## src/rtl/srt4_pkg.sv

```systemverilog
// srt4_pkg: shared state, digit and strobe-index definitions for the SRT radix-4 sequencer.
package srt4_pkg;
  typedef enum logic [3:0] {
    S_IDLE, S_INIT, S_NCHK, S_NSH, S_DSEL, S_SHIFT, S_ADD,
    S_CCHK, S_CORR, S_QSUB, S_DN_P, S_DN_G, S_DONE, S_ERR
  } state_t;
  typedef enum logic [2:0] {
    D_M2 = 3'b110, D_M1 = 3'b111, D_Z = 3'b000, D_P1 = 3'b001, D_P2 = 3'b010
  } digit_t;
  localparam int C0 = 0, C1 = 1, C2 = 2, C3 = 3, C4 = 4, C5 = 5, C6 = 6, C7 = 7;
  localparam int C8 = 8, C9 = 9, C10 = 10, C11 = 11, C12 = 12, C13 = 13, C14 = 14;
  localparam int N_ITER = 4;
endpackage

```

## src/rtl/srt4_digit_sel.sv

```systemverilog
// srt4_digit_sel: maps signed P[8:5] to a radix-4 digit and its qualifier/adder-select strobes.
module srt4_digit_sel
  import srt4_pkg::*;
(
  input  logic [3:0]  i_p_top,
  output digit_t      o_digit,
  output logic [14:0] o_qual
);
  logic signed [3:0] w_v;
  assign w_v = i_p_top;
  always_comb begin
    o_digit = w_v > 4'sd1 ? D_P2 : w_v == 4'sd1 ? D_P1 : w_v > -4'sd2 ? D_Z :
              w_v == -4'sd2 ? D_M1 : D_M2;
    o_qual = '0;
    o_qual[C4] = o_digit == D_P1;
    o_qual[C5] = o_digit == D_M1;
    o_qual[C6] = o_digit == D_M2;
    o_qual[C7] = o_digit == D_P2;
    o_qual[C9] = o_digit == D_P1 || o_digit == D_P2;
    o_qual[C10] = o_digit == D_M1 || o_digit == D_M2;
    o_qual[C11] = o_digit == D_P2 || o_digit == D_M2;
  end
endmodule

```

## src/rtl/srt4_ctrl.sv

```systemverilog
// srt4_ctrl: strobe sequencer for the SRT radix-4 8-bit divider datapath.
// SRT4_CTRL_DENORM_EN adds the DN_P/DN_G remainder denormalization loop.
module srt4_ctrl
  import srt4_pkg::*;
(
  input  logic        clk,
  input  logic        rst,
  input  logic        start,
  input  logic [3:0]  p_top,
  input  logic        b_msb,
  input  logic        b_zero,
  output logic [14:0] c,
  output logic        busy,
  output logic        done,
  output logic        div_by_zero,
  output logic [2:0]  norm_k
);
  state_t      r_state, w_next;
  digit_t      r_digit, w_digit_n, w_sel_digit;
  logic [14:0] r_qual, w_qual_n, w_sel_qual;
  logic [14:0] r_c, w_c_n;
  logic [2:0]  r_k, w_k_n;
  logic [1:0]  r_iter, w_iter_n;
  logic        r_busy, r_done, r_dbz, w_end;

  srt4_digit_sel u_sel (.i_p_top(p_top), .o_digit(w_sel_digit), .o_qual(w_sel_qual));

  always_comb begin
    w_next = r_state;
    w_k_n = r_k;
    w_iter_n = r_iter;
    w_digit_n = r_digit;
    w_qual_n = r_qual;
    w_end = r_state == S_ADD || (r_state == S_SHIFT && r_digit == D_Z);
    case (r_state)
      S_IDLE:  w_next = start ? S_INIT : S_IDLE;
      S_INIT:  begin w_k_n = '0; w_next = S_NCHK; end
      S_NCHK: begin
        w_iter_n = '0;
        w_next = b_zero ? S_ERR : (!b_msb && r_k != 3'd7) ? S_NSH : S_DSEL;
      end
      S_NSH:   begin w_k_n = r_k + 3'd1; w_next = S_NCHK; end
      S_DSEL:  w_next = S_SHIFT;
      S_SHIFT: w_next = S_ADD;
      S_CCHK:  w_next = p_top[3] ? S_CORR : S_QSUB;
      S_CORR:  w_next = S_QSUB;
`ifdef SRT4_CTRL_DENORM_EN
      S_QSUB:  w_next = r_k != 3'd0 ? S_DN_P : S_DONE;
      S_DN_P:  w_next = S_DN_G;
      S_DN_G:  begin w_k_n = r_k - 3'd1; w_next = r_k == 3'd1 ? S_DONE : S_DN_P; end
`else
      S_QSUB:  w_next = S_DONE;
`endif
      default: w_next = S_IDLE;
    endcase
    // Zero-digit SHIFT and every ADD close the iteration in the same cycle.
    if (w_end) begin
      w_next = r_iter == 2'(N_ITER - 1) ? S_CCHK : S_DSEL;
      w_iter_n = r_iter + 2'd1;
    end
    if (w_next == S_DSEL) begin
      w_digit_n = w_sel_digit;
      w_qual_n = w_sel_qual;
    end
    w_c_n = '0;
    case (w_next)
      S_INIT:  begin w_c_n[C0] = 1'b1; w_c_n[C1] = 1'b1; end
      S_NSH:   w_c_n[C2] = 1'b1;
      S_DSEL:  w_c_n = w_qual_n;
      S_SHIFT: begin w_c_n = w_qual_n; w_c_n[C3] = 1'b1; end
      S_ADD:   begin w_c_n = w_qual_n; w_c_n[C8] = 1'b1; end
      S_CORR:  begin w_c_n[C8] = 1'b1; w_c_n[C10] = 1'b1; w_c_n[C12] = 1'b1; end
      S_QSUB:  w_c_n[C13] = 1'b1;
      S_DN_P:  w_c_n[C14] = 1'b1;
      default: ;
    endcase
  end

  always_ff @(posedge clk) begin
    if (rst) begin
      r_state <= S_IDLE;
      r_digit <= D_Z;
      r_qual <= '0;
      r_c <= '0;
      r_k <= '0;
      r_iter <= '0;
      r_busy <= 1'b0;
      r_done <= 1'b0;
      r_dbz <= 1'b0;
    end else begin
      r_state <= w_next;
      r_digit <= w_digit_n;
      r_qual <= w_qual_n;
      r_c <= w_c_n;
      r_k <= w_k_n;
      r_iter <= w_iter_n;
      r_busy <= w_next != S_IDLE;
      r_done <= w_next == S_DONE || w_next == S_ERR;
      r_dbz <= w_next == S_ERR;
    end
  end

  assign c = r_c;
  assign busy = r_busy;
  assign done = r_done;
  assign div_by_zero = r_dbz;
  assign norm_k = r_k;
endmodule
```

## config.mk

```make
export PLATFORM = sky130hd
export DESIGN_NAME = srt4_ctrl
export DESIGN_NICKNAME = d
export VERILOG_FILES = /design/src/rtl/srt4_pkg.sv /design/src/rtl/srt4_digit_sel.sv /design/src/rtl/srt4_ctrl.sv
export SDC_FILE = /design/constraint.sdc
export NUM_CORES = 1
export LEC_CHECK = 0
export ABC_AREA = 1
export CAP_MARGIN = 20
export CORE_MARGIN = 2
export CORE_UTILIZATION = 46
export DETAILED_ROUTE_END_ITERATION = 10
export PLACE_DENSITY_LB_ADDON = 0.15
export REMOVE_ABC_BUFFERS = 1
export SYNTH_ARGS = -nofsm -noshare
export SYNTH_HDL_FRONTEND = slang
export SYNTH_SLANG_ARGS = --single-unit
```

## constraint.sdc

```tcl
create_clock -name clk -period 2.59 [get_ports clk]
set_clock_uncertainty 0.2 [all_clocks]
set_input_delay 0.518 -clock clk [delete_from_list [all_inputs] [get_ports clk]]
set_output_delay 0.518 -clock clk [all_outputs]
set_load 0.02 [all_outputs]
```

==> metrics.md, run 1 <==
| Metric | Value |
|---|---|
| Cell Area, Synth | 1830 um2 |
| Period utilization | 86.3% |
| Via/cell ratio | 4.86 |
| Max Buffers Root-to-Sink | 2 |
| VDD IR-drop max | between 300 and 400 uV |
| Worst R2R Start | norm_k[0] |
| Clock Latency Late Sink | 0.30 ns |
| Post-CTS Hold Buffers | 0 |
| GPL Wtd Cong | 0.809 |
| Fin nets | around 290 |
| Ports | 30 |
| Synth cell count leaders | nand2_1 (77), dfxtp_1 (45), nor2_1 (34), inv_1 (23), a21oi_1 (22) |
| Setup Fix Bufs, Post-CTS | 0 |
| Synth Flop Type | dfxtp_1 |
| Area grow syn2layout | 22.9% |
| Outcome | finished, final reports clean |
| Min-delay src | r_qual[1] |
| DP Worst Slack | between 0.1 and 0.15 ns |
| CTS buffer count | 5 |
| GRT Overall Usage | 18.8% |
| CTS H-tree lvls | 2 |
| Initial drt markers | about 90 |
| First-pass GRT wire length | ~6300 um |
| Total wire length | 3710 um |
| Final setup TNS | 0 ns |
| Endpoints failing hold | 0 |
| CP max FO | 7 |
| Endpoint class of the critical path | flop |
| Worst hold slack | 0.243 ns |
| Slowest stage delay, CP | roughly 0.34 ns |
| Vias | about 1600 |
| Antenna Cells | 0 |
| Cts repair resizes | 0 |
| Starting Density | 49.0% |
| Worst-path clk slew | 0.08 ns |
| Hold Path Cell Cnt | 2 |
| DRC errors left | 0 |
| Num rows | 22 |
| Final setup viols | 0 |
| CP delay by family, top | simple AND/OR/NAND/NOR gates |
| Die W | ~67 um |
| Leading area contributor after synthesis | dfxtp_1 |
| Layout cell share with drive strength beyond 1 | 9.22% |
| Power per cell area | 653 nW/um2 |
| Final Total Pwr | 0.00147 W |
| Vias in the first global route | 1432 |
| HPWL Detailed | 2670 um |
| Number of detailed-route iterations in the first pass | 4 |
| Chip height | 67.1 um |
| Post-synth EDFFs | 0 |
| IO Port Bufs | 29 |
| CP bufs+invs | 3 |
| Post-Syn Instances | 250 |
| Initial antenna violation count | 0 |
| Reg2reg path depth | 16 |
| Post-synthesis sequential area ratio | 49.1% |
| Die area | ~4500 um2 |
| Post-DRT Antenna Nets | 0 |
| Slew HR | 65.5% |
| Fillers | 365 |
| CP Launch Type | flop |
| Most frequent CP cell | nand2_1 |
| Final min period | 2.24 ns |
| Worst r2r dst | c[10] |
| Top cells by area, synth | dfxtp_1 (49%), nand2_1 (16%), nor2_1 (7.0%) |
| Reg2reg setup slack | 0.35 ns |
| CP Cell Sequence | ha_1 > ha_1 > nor2_1 > nand2_1 > inv_1 > nand2_1 > nand2_1 > nand2_1 > nand2_1 > nand2_1 > nand2_1 > inv_2 > nand2_4 > inv_1 > nand2_1 > nand2_1 |
| Largest net degree at the start of global routing | 24 |
| Post-synth ARST share | 0% |
| Req. time, crit path | 2.59 ns |
| Slowest stage cell on the critical path | dfxtp_1 |
| Core box area | 3740 um2 |
| CP Data Arrival Time | roughly 2.2 ns |
| Max-slew violations | 0 |
| Max frequency | around 450 MHz |
| Root Buffer | clkbuf_8 |
| WHS Endpoint | r_qual[1] |
| Worst Setup Path Type | flop to flop |
| Top-area cell type share of the netlist area | 49.1% |
| Mean post-synth cell area | 7.34 um2 |
| Max Cap Viol | 0 |
| Slew @ Worst Pin | 0.516 ns |
| Setup WS post-layout | 0.354 ns |
| FF/Latch Area | around 900 um2 |
| Routed length per instance | 11.2 um |
| Synth Register Bits | 45 |
| Class of the worst hold path | flop to flop |
| Multi-input gate area | 797 um2 |
| Count leader, synth | nand2_1 |
| Distinct cells, synth | 24 |
| LEAKAGE | approximately 1.0 nW |
| Warnings, synthesis | 0 |
| Total gr overflow | 0 |
| Sink Count | 45 |
| RSZ-0062 raised after global routing | false |
| TritonCTS clock tree | done |
==> cell families (layout without fill, tap and decap cells) <==
logic type | after synthesis | in the layout | share of synthesized area (%)
DFF | 45 | 45 | 49.1
and+or+nand+nor | 135 | 135 | 31.9
adders and majority gates | 3 | 3 | 2.05
buffers and inverters | 34 | 66 | 7.43
AOI/OAI and AO/OA | 33 | 33 | 9.55
==> layout by cell type, fill, tap and decap left out <==
master,Yosys,final
nand3_1,8,8
a31oi_1,1,1
inv_2,6,6
nand2_1,77,77
o31ai_1,1,1
ha_1,3,3
nor2_1,34,34
nor3_4,1,1
o21bai_1,1,1
buf_4,0,1
nand2_2,3,3
a311oi_1,1,1
nor2_2,4,4
clkdlybuf4s50_1,0,29
inv_1,23,23
dfxtp_1,45,45
o21ai_0,5,5
nand4_1,2,2
clkinvlp_4,0,1
a21oi_1,22,22
nand2_4,2,2
clkbuf_8,0,6
o21ai_1,2,2
nor2_4,2,2
nor3_1,2,2
==> layout make-up <==
cell class,count,area share (%)
Multi-Input combinational cell,171,35.3
Sequential cell,45,40.0
Tap cell,48,2.66
Clock buffer,6,3.66
Clock inverter,1,0.333
Timing Repair Buffer,30,13.2
Inverter,29,4.83
==> routing by layer <==
| metal | vias up | track usage [%] | wire, um |
|---|---|---|---|
| met2 | 44 | 30.8 | 1640 |
| met4 | 0 | 5.36 | 51 |
| li1 | 845 | - | - |
| met5 | - | 0 | 0 |
| met3 | 8 | 5.50 | 186 |
| met1 | 708 | 23.9 | 1830 |
==> through the flow <==
step,util [%],cells,area [um2]
2_1_floorplan,-,245,1810
3_3_place_gp,57.8,323,2160
3_5_place_dp,57.8,323,2160
4_1_cts,60.2,330,2250
6_report,60.2,330,2250
5_1_grt,60.2,330,2250
==> where the power goes <==
part,switching (W),internal (W)
Sequential,0.0000215,0.000721
Combinational,0.000186,0.0000951
Clock,0.000236,0.000211
==> state kept, by name, summed over array words and instances (netlist names) <==
register,flops
busy,1
div_by_zero,1
c,15
r_digit,3
r_state,4
norm_k,3
r_iter,2
r_qual,15
done,1
==> worst max-delay path by stage <==
stage	cells past startpoint	slack (ns)	from	to
4_1_cts	16	0.37	norm_k[0]	c[10]
2_1_floorplan	16	0.54	norm_k[0]	c[10]
3_3_place_gp	14	0.15	b_zero	c[10]
5_1_grt	16	0.17	norm_k[0]	c[10]
3_5_place_dp	13	0.14	b_zero	c[10]
6_report	16	0.35	norm_k[0]	c[10]
==> worst reg2reg max path: cells and delay by family (launching register included) <==
family / cells / cell delay [ns]
fa+ha+maj: 2 / 0.40
buf+inv: 3 / 0.20
flops: 1 / 0.34
simple gates: 11 / 0.99
Note: power is estimated with default switching activity, not from simulation.
==> inputs of run 2 (changes only) <==
CORE_MARGIN = 4   (was 2)
==> metrics.md, run 2 (synthesis gave the netlist of run 1 again) <==
| Metric | Value |
|---|---|
| Outcome | finished, final reports clean (unchanged) |
| Final setup viols | 0 (unchanged) |
| Leading cell type in the layout, fill and taps excluded | nand2_1 (unchanged) |
| Fillers | 372 (was 365) |
| Power per cell area | 682 nW/um2 (was 653 nW/um2) |
| Reg2reg setup slack | 0.39 ns (was 0.35 ns) |
| Ports | 30 (unchanged) |
| Internal power | 0.00113 W (was 0.00103 W) |
| Via/cell ratio | 4.72 (was 4.86) |
| Endpoint class of the critical path | flop (unchanged) |
| Slew HR | 66.0% (was 65.5%) |
| CTS buffer count | 5 (unchanged) |
| Design area | 2280 um2 (was 2250 um2) |
| Cts repair resizes | 0 (unchanged) |
| Layout cell share with drive strength beyond 1 | 9.19% (was 9.22%) |
| Post-CTS Hold Buffers | 0 (unchanged) |
| GRT Overall Usage | 15.3% (was 18.8%) |
| Switching Fraction | 27.3% (was 30.2%) |
| Min-delay src | r_qual[13] (was r_qual[1]) |
| Worst Setup Path Type | flop to flop (unchanged) |
| Clk pwr share | 34.3% (was 30.4%) |
| IO Port Bufs | 29 (unchanged) |
| Slew @ Worst Pin | 0.509 ns (was 0.516 ns) |
| Met2 wire len | 1620 um (was 1640 um) |
| Req. time, crit path | 2.58 ns (was 2.59 ns) |
| Total gr overflow | 0 (unchanged) |
| Starting Density | 49.0% (unchanged) |
| DR top layer | met4 (unchanged) |
| Initial drt markers | 89 (unchanged) |
| Total wire length | 3640 um (was 3710 um) |
| Post-placement cell area | 2160 um2 (unchanged) |
| Antenna Cells | 0 (unchanged) |
| Endpoints failing hold | 0 (unchanged) |
| Setup Fix Bufs, Post-CTS | 0 (unchanged) |
| Worst hold slack | 0.247 ns (was 0.243 ns) |
| Vias | 1563 (was 1605) |
| VDD IR-drop max | 441 uV (was 389 uV) |
| Worst-path clk slew | 0.08 ns (about the same) |
| Die W | 71.1 um (was 67.1 um) |
| Most frequent cells in the layout | nand2_1 (77), dfxtp_1 (45), nor2_1 (34) (unchanged) |
| Core box area | 3740 um2 (unchanged) |
| Root Buffer | clkbuf_8 (unchanged) |
| Vias in the first global route | 1495 (was 1432) |
| Combinational fraction of design power | 18.0% (was 19.1%) |
| HPWL Detailed | 2670 um (about the same) |
| GPL Wtd Cong | 0.860 (was 0.809) |
| Net load switching power | 0.000425 W (was 0.000444 W) |
| Max-slew violations | 0 (unchanged) |
| Max Buffers Root-to-Sink | 2 (unchanged) |
| Hold Path Cell Cnt | 2 (unchanged) |
| Initial antenna violation count | 0 (unchanged) |
| Routed length per instance | 11.0 um (was 11.2 um) |
| Num rows | 22 (unchanged) |
| Final setup TNS | 0 ns (unchanged) |
| Met3 wire len | 162 um (was 186 um) |
| Worst R2R Start | norm_k[0] (unchanged) |
| Die area | 5060 um2 (was 4510 um2) |
| DRC errors left | 0 (unchanged) |
| Max frequency | 455 MHz (was 447 MHz) |
| RSZ-0062 raised after global routing | false (unchanged) |
| WHS Endpoint | r_qual[13] (was r_qual[1]) |
| Post-DRT Antenna Nets | 0 (unchanged) |
| CP max FO | 7 (unchanged) |
| TritonCTS clock tree | done (unchanged) |
| Clock Latency Late Sink | 0.29 ns (was 0.30 ns) |
| Number of detailed-route iterations in the first pass | 4 (unchanged) |
| Worst r2r dst | c[10] (unchanged) |
| Class of the worst hold path | flop to flop (unchanged) |
| CP Data Arrival Time | 2.19 ns (was 2.23 ns) |
| Max Cap Viol | 0 (unchanged) |
| CP Launch Type | flop (unchanged) |
| Fin nets | 294 (unchanged) |
| Post-Route M1 WL | 1810 um (was 1830 um) |
| Reg2reg path depth | 16 (unchanged) |
| Sequential power share | 47.8% (was 50.5%) |
| Largest net degree at the start of global routing | 24 (unchanged) |
| Sink Count | 45 (unchanged) |
| First-pass GRT wire length | 6270 um (was 6300 um) |
| Chip height | 71.1 um (was 67.1 um) |
| CTS H-tree lvls | 2 (unchanged) |
| Final min period | 2.20 ns (was 2.24 ns) |
| Period utilization | 84.8% (was 86.3%) |
| Area grow syn2layout | 24.4% (was 22.9%) |
| LEAKAGE | 1.02 nW (was 1.01 nW) |
==> run 2: changes by cell type in the layout (fill, tap and decap cells not counted), sizes merged <==
cell and change:
bufinv +1, clkbuf +1, clkinvlp -1
==> run 2: worst max path at each step <==
stage / end / startpoint / slack (ns)
after CTS: c[10] / norm_k[0] / 0.37
final: c[10] / norm_k[0] / 0.39
after floorplan: c[10] / norm_k[0] / 0.54
after detailed placement: c[10] / b_zero / 0.14
after global placement: c[10] / b_zero / 0.15
after global routing: c[10] / norm_k[0] / 0.11
==> run 2: per-layer routing <==
layer,vias to the layer above,global-route usage (%)
met1,685,19.1
met4,0,4.38
met5,-,0
met2,29,25.7
met3,4,4.26
li1,845,-
==> run 2: power by group through the flow <==
stage | Combinational [W] | Sequential (W) | Clock, W
CTS | 0.000281 | 0.000743 | 0.000545
global placement | 0.000280 | 0.000759 | 0
finish | 0.000280 | 0.000743 | 0.000533
global route | 0.000314 | 0.000747 | 0.000581
detailed placement | 0.000280 | 0.000759 | 0
floorplan | 0.000175 | 0.000772 | 0
==> run 2: critical path, stage by stage, from the launching register on <==
cell     delay, ns
dfxtp_1       0.34
ha_1          0.20
ha_1          0.17
nor2_1        0.14
nand2_1       0.06
inv_1         0.07
nand2_1       0.07
nand2_1       0.06
nand2_1       0.08
nand2_1       0.17
nand2_1       0.07
nand2_1       0.09
inv_2         0.09
nand2_4       0.11
inv_1         0.06
nand2_1       0.06
nand2_1       0.04
==> run 2: layout make-up <==
type	instances	area [um2]	area share (%)
Inverter	29	109	4.77
Tap cell	48	60.1	2.63
Timing Repair Buffer	30	298	13.1
Clock buffer	7	86.3	3.78
Multi-Input combinational cell	171	797	34.9
Sequential cell	45	901	39.5
Clock inverter	1	30.0	1.32
==> run 2: through the flow <==
| step | instances | power (W) | utilization, % | setup WS, ns |
|---|---|---|---|---|
| after floorplan | 245 | 0.000947 | - | 0.542 |
| after global placement | 323 | 0.00104 | 57.8 | 0.149 |
| after detailed placement | 323 | 0.00104 | 57.8 | 0.139 |
| after CTS | 331 | 0.00157 | 60.9 | 0.373 |
| after global routing | 331 | 0.00164 | 60.9 | 0.113 |
| final | 331 | 0.00156 | 60.9 | 0.394 |
==> inputs of run 3 (changes only) <==
clock period = 2 ns   (was 2.59 ns; I/O delays follow)
==> metrics.md, run 3 (synthesis gave the netlist of run 1 again) <==
| Metric | Value |
|---|---|
| Outcome | finished, final reports clean (unchanged) |
| Max frequency | 501 MHz (was 455 MHz) |
| Routed length per instance | 12.8 um (was 11.0 um) |
| Root Buffer | clkbuf_8 (unchanged) |
| RSZ-0062 raised after global routing | true (was false) |
| HPWL Detailed | 2840 um (was 2670 um) |
| DRC errors left | 0 (unchanged) |
| Worst hold slack | 0.263 ns (was 0.247 ns) |
| Post-DRT Antenna Nets | 0 (unchanged) |
| Worst r2r dst | c[8] (was c[10]) |
| Num rows | 22 (unchanged) |
| Leading cell type in the layout, fill and taps excluded | nand2_1 (unchanged) |
| LEAKAGE | 1.22 nW (was 1.02 nW) |
| Fin nets | 319 (was 294) |
| Worst Setup Path Type | flop to flop (unchanged) |
| DP Worst Slack | -0.312 ns (was 0.139 ns) |
| Hold Path Cell Cnt | 2 (unchanged) |
| Clock Latency Late Sink | 0.31 ns (was 0.29 ns) |
| Core box area | 3740 um2 (unchanged) |
| Layout cell share with drive strength beyond 1 | 31.8% (was 9.19%) |
| Critical Path Source | norm_k[1] (was norm_k[0]) |
| GPL Wtd Cong | 0.909 (was 0.860) |
| Post-CTS Hold Buffers | 0 (unchanged) |
| Antenna Cells | 0 (unchanged) |
| Endpoints failing hold | 0 (unchanged) |
| Most frequent cells in the layout | nand2_1 (62), dfxtp_1 (39), clkdlybuf4s50_1 (27) (was nand2_1 (77), dfxtp_1 (45), nor2_1 (34)) |
| TritonCTS clock tree | done (unchanged) |
| Via/cell ratio | 4.90 (was 4.72) |
| First-pass GRT wire length | 7210 um (was 6270 um) |
| Ports | 30 (unchanged) |
| Class of the worst hold path | flop to flop (unchanged) |
| Power per cell area | 878 nW/um2 (was 682 nW/um2) |
| Sink Count | 45 (unchanged) |
| Req. time, crit path | 2.02 ns (was 2.58 ns) |
| WHS Endpoint | r_qual[8] (was r_qual[13]) |
| Min-delay src | r_qual[8] (was r_qual[13]) |
| Starting Density | 49.0% (unchanged) |
| GRT Overall Usage | 17.9% (was 15.3%) |
| CTS buffer count | 5 (unchanged) |
| Final setup TNS | 0 ns (unchanged) |
| Final min period | 1.99 ns (was 2.20 ns) |
| Worst-path clk slew | 0.09 ns (was 0.08 ns) |
| Vias | 1746 (was 1563) |
| Area grow syn2layout | 50.1% (was 24.4%) |
| CP Data Arrival Time | 2.01 ns (was 2.19 ns) |
| Total gr overflow | 0 (unchanged) |
| Max Buffers Root-to-Sink | 2 (unchanged) |
| Initial drt markers | 83 (was 89) |
| Setup WS post-layout | 0.00588 ns (was 0.394 ns) |
| Largest net degree at the start of global routing | 24 (unchanged) |
| Design area | 2750 um2 (was 2280 um2) |
| Worst R2R Start | norm_k[1] (was norm_k[0]) |
| CP max FO | 4 (was 7) |
| Period utilization | 99.7% (was 84.8%) |
| Chip height | 71.1 um (unchanged) |
| Max Cap Viol | 0 (unchanged) |
| IO Port Bufs | 29 (unchanged) |
| Final setup viols | 0 (unchanged) |
| Reg2reg path depth | 15 (was 16) |
| Die area | 5060 um2 (unchanged) |
| Final Total Pwr | 0.00242 W (was 0.00156 W) |
| Die W | 71.1 um (unchanged) |
| Slew HR | 65.6% (was 66.0%) |
| Total wire length | 4540 um (was 3640 um) |
| Post-placement cell area | 2290 um2 (was 2160 um2) |
| Reg2reg setup slack | 0.006 ns (was 0.39 ns) |
| CP Launch Type | flop (unchanged) |
| VDD IR-drop max | 546 uV (was 441 uV) |
| Endpoint class of the critical path | flop (unchanged) |
| Slew @ Worst Pin | 0.516 ns (was 0.509 ns) |
| Initial antenna violation count | 0 (unchanged) |
| Max-slew violations | 0 (unchanged) |
| Number of detailed-route iterations in the first pass | 4 (unchanged) |
| Vias in the first global route | 1664 (was 1495) |
| CTS H-tree lvls | 2 (unchanged) |
[run 3: repair_timing]
action / in CTS / in global routing
resized for setup: 15 / 65
endpoints found under the setup margin: 24 / 35
pin swaps: 9 / 22
buffers inserted: 5 / 3
[run 3: worst max-delay path by stage]
stage,end,slack (ns),cells after the start
after detailed placement,c[10],-0.31,13
after global placement,c[11],-0.30,11
after floorplan,c[10],-0.05,16
after global routing,c[8],-0.09,15
final,c[8],0.006,15
after CTS,c[10],-0.004,16
[run 3: layer usage]
| layer | global-route usage (%) | routed length, um |
|---|---|---|
| met4 | 6.47 | 82 |
| met2 | 30.9 | 2330 |
| met5 | 0 | 0 |
| met1 | 21.0 | 1900 |
| met3 | 4.83 | 232 |
[run 3: power by group]
part           switching, W  total (W)  internal [W]
clock              0.000323   0.000826      0.000503
sequential        0.0000288   0.000965      0.000936
combinational      0.000362   0.000628      0.000266
total              0.000714    0.00242       0.00170
[run 3: through the flow]
stage / std cells / util (%)
3_5_place_dp: 340 / 61.2
5_1_grt: 356 / 73.6
3_3_place_gp: 340 / 61.2
4_1_cts: 353 / 67.1
6_report: 356 / 73.6
2_1_floorplan: 245 / -
[run 3: worst max-delay path, stage by stage, from the launching register on]
cell,delay [ns]
dfxtp_2,0.34
ha_4,0.16
ha_4,0.15
nor2_4,0.12
nand2_2,0.06
inv_2,0.06
nor2_2,0.04
nor2_2,0.10
nand2_2,0.09
nand2_4,0.14
inv_8,0.07
buf_4,0.13
nand3_1,0.07
nand3_1,0.08
nand2_1,0.06
inv_1,0.03
[run 3: area by class of cell]
| cell class | instances | area (um2) |
|---|---|---|
| Fill cell | 300 | 990 |
| Timing Repair Buffer | 55 | 509 |
| Sequential cell | 45 | 913 |
| Tap cell | 48 | 60.1 |
| Clock inverter | 3 | 68.8 |
| Multi-Input combinational cell | 171 | 1010 |
| Clock buffer | 5 | 68.8 |
| Inverter | 29 | 124 |
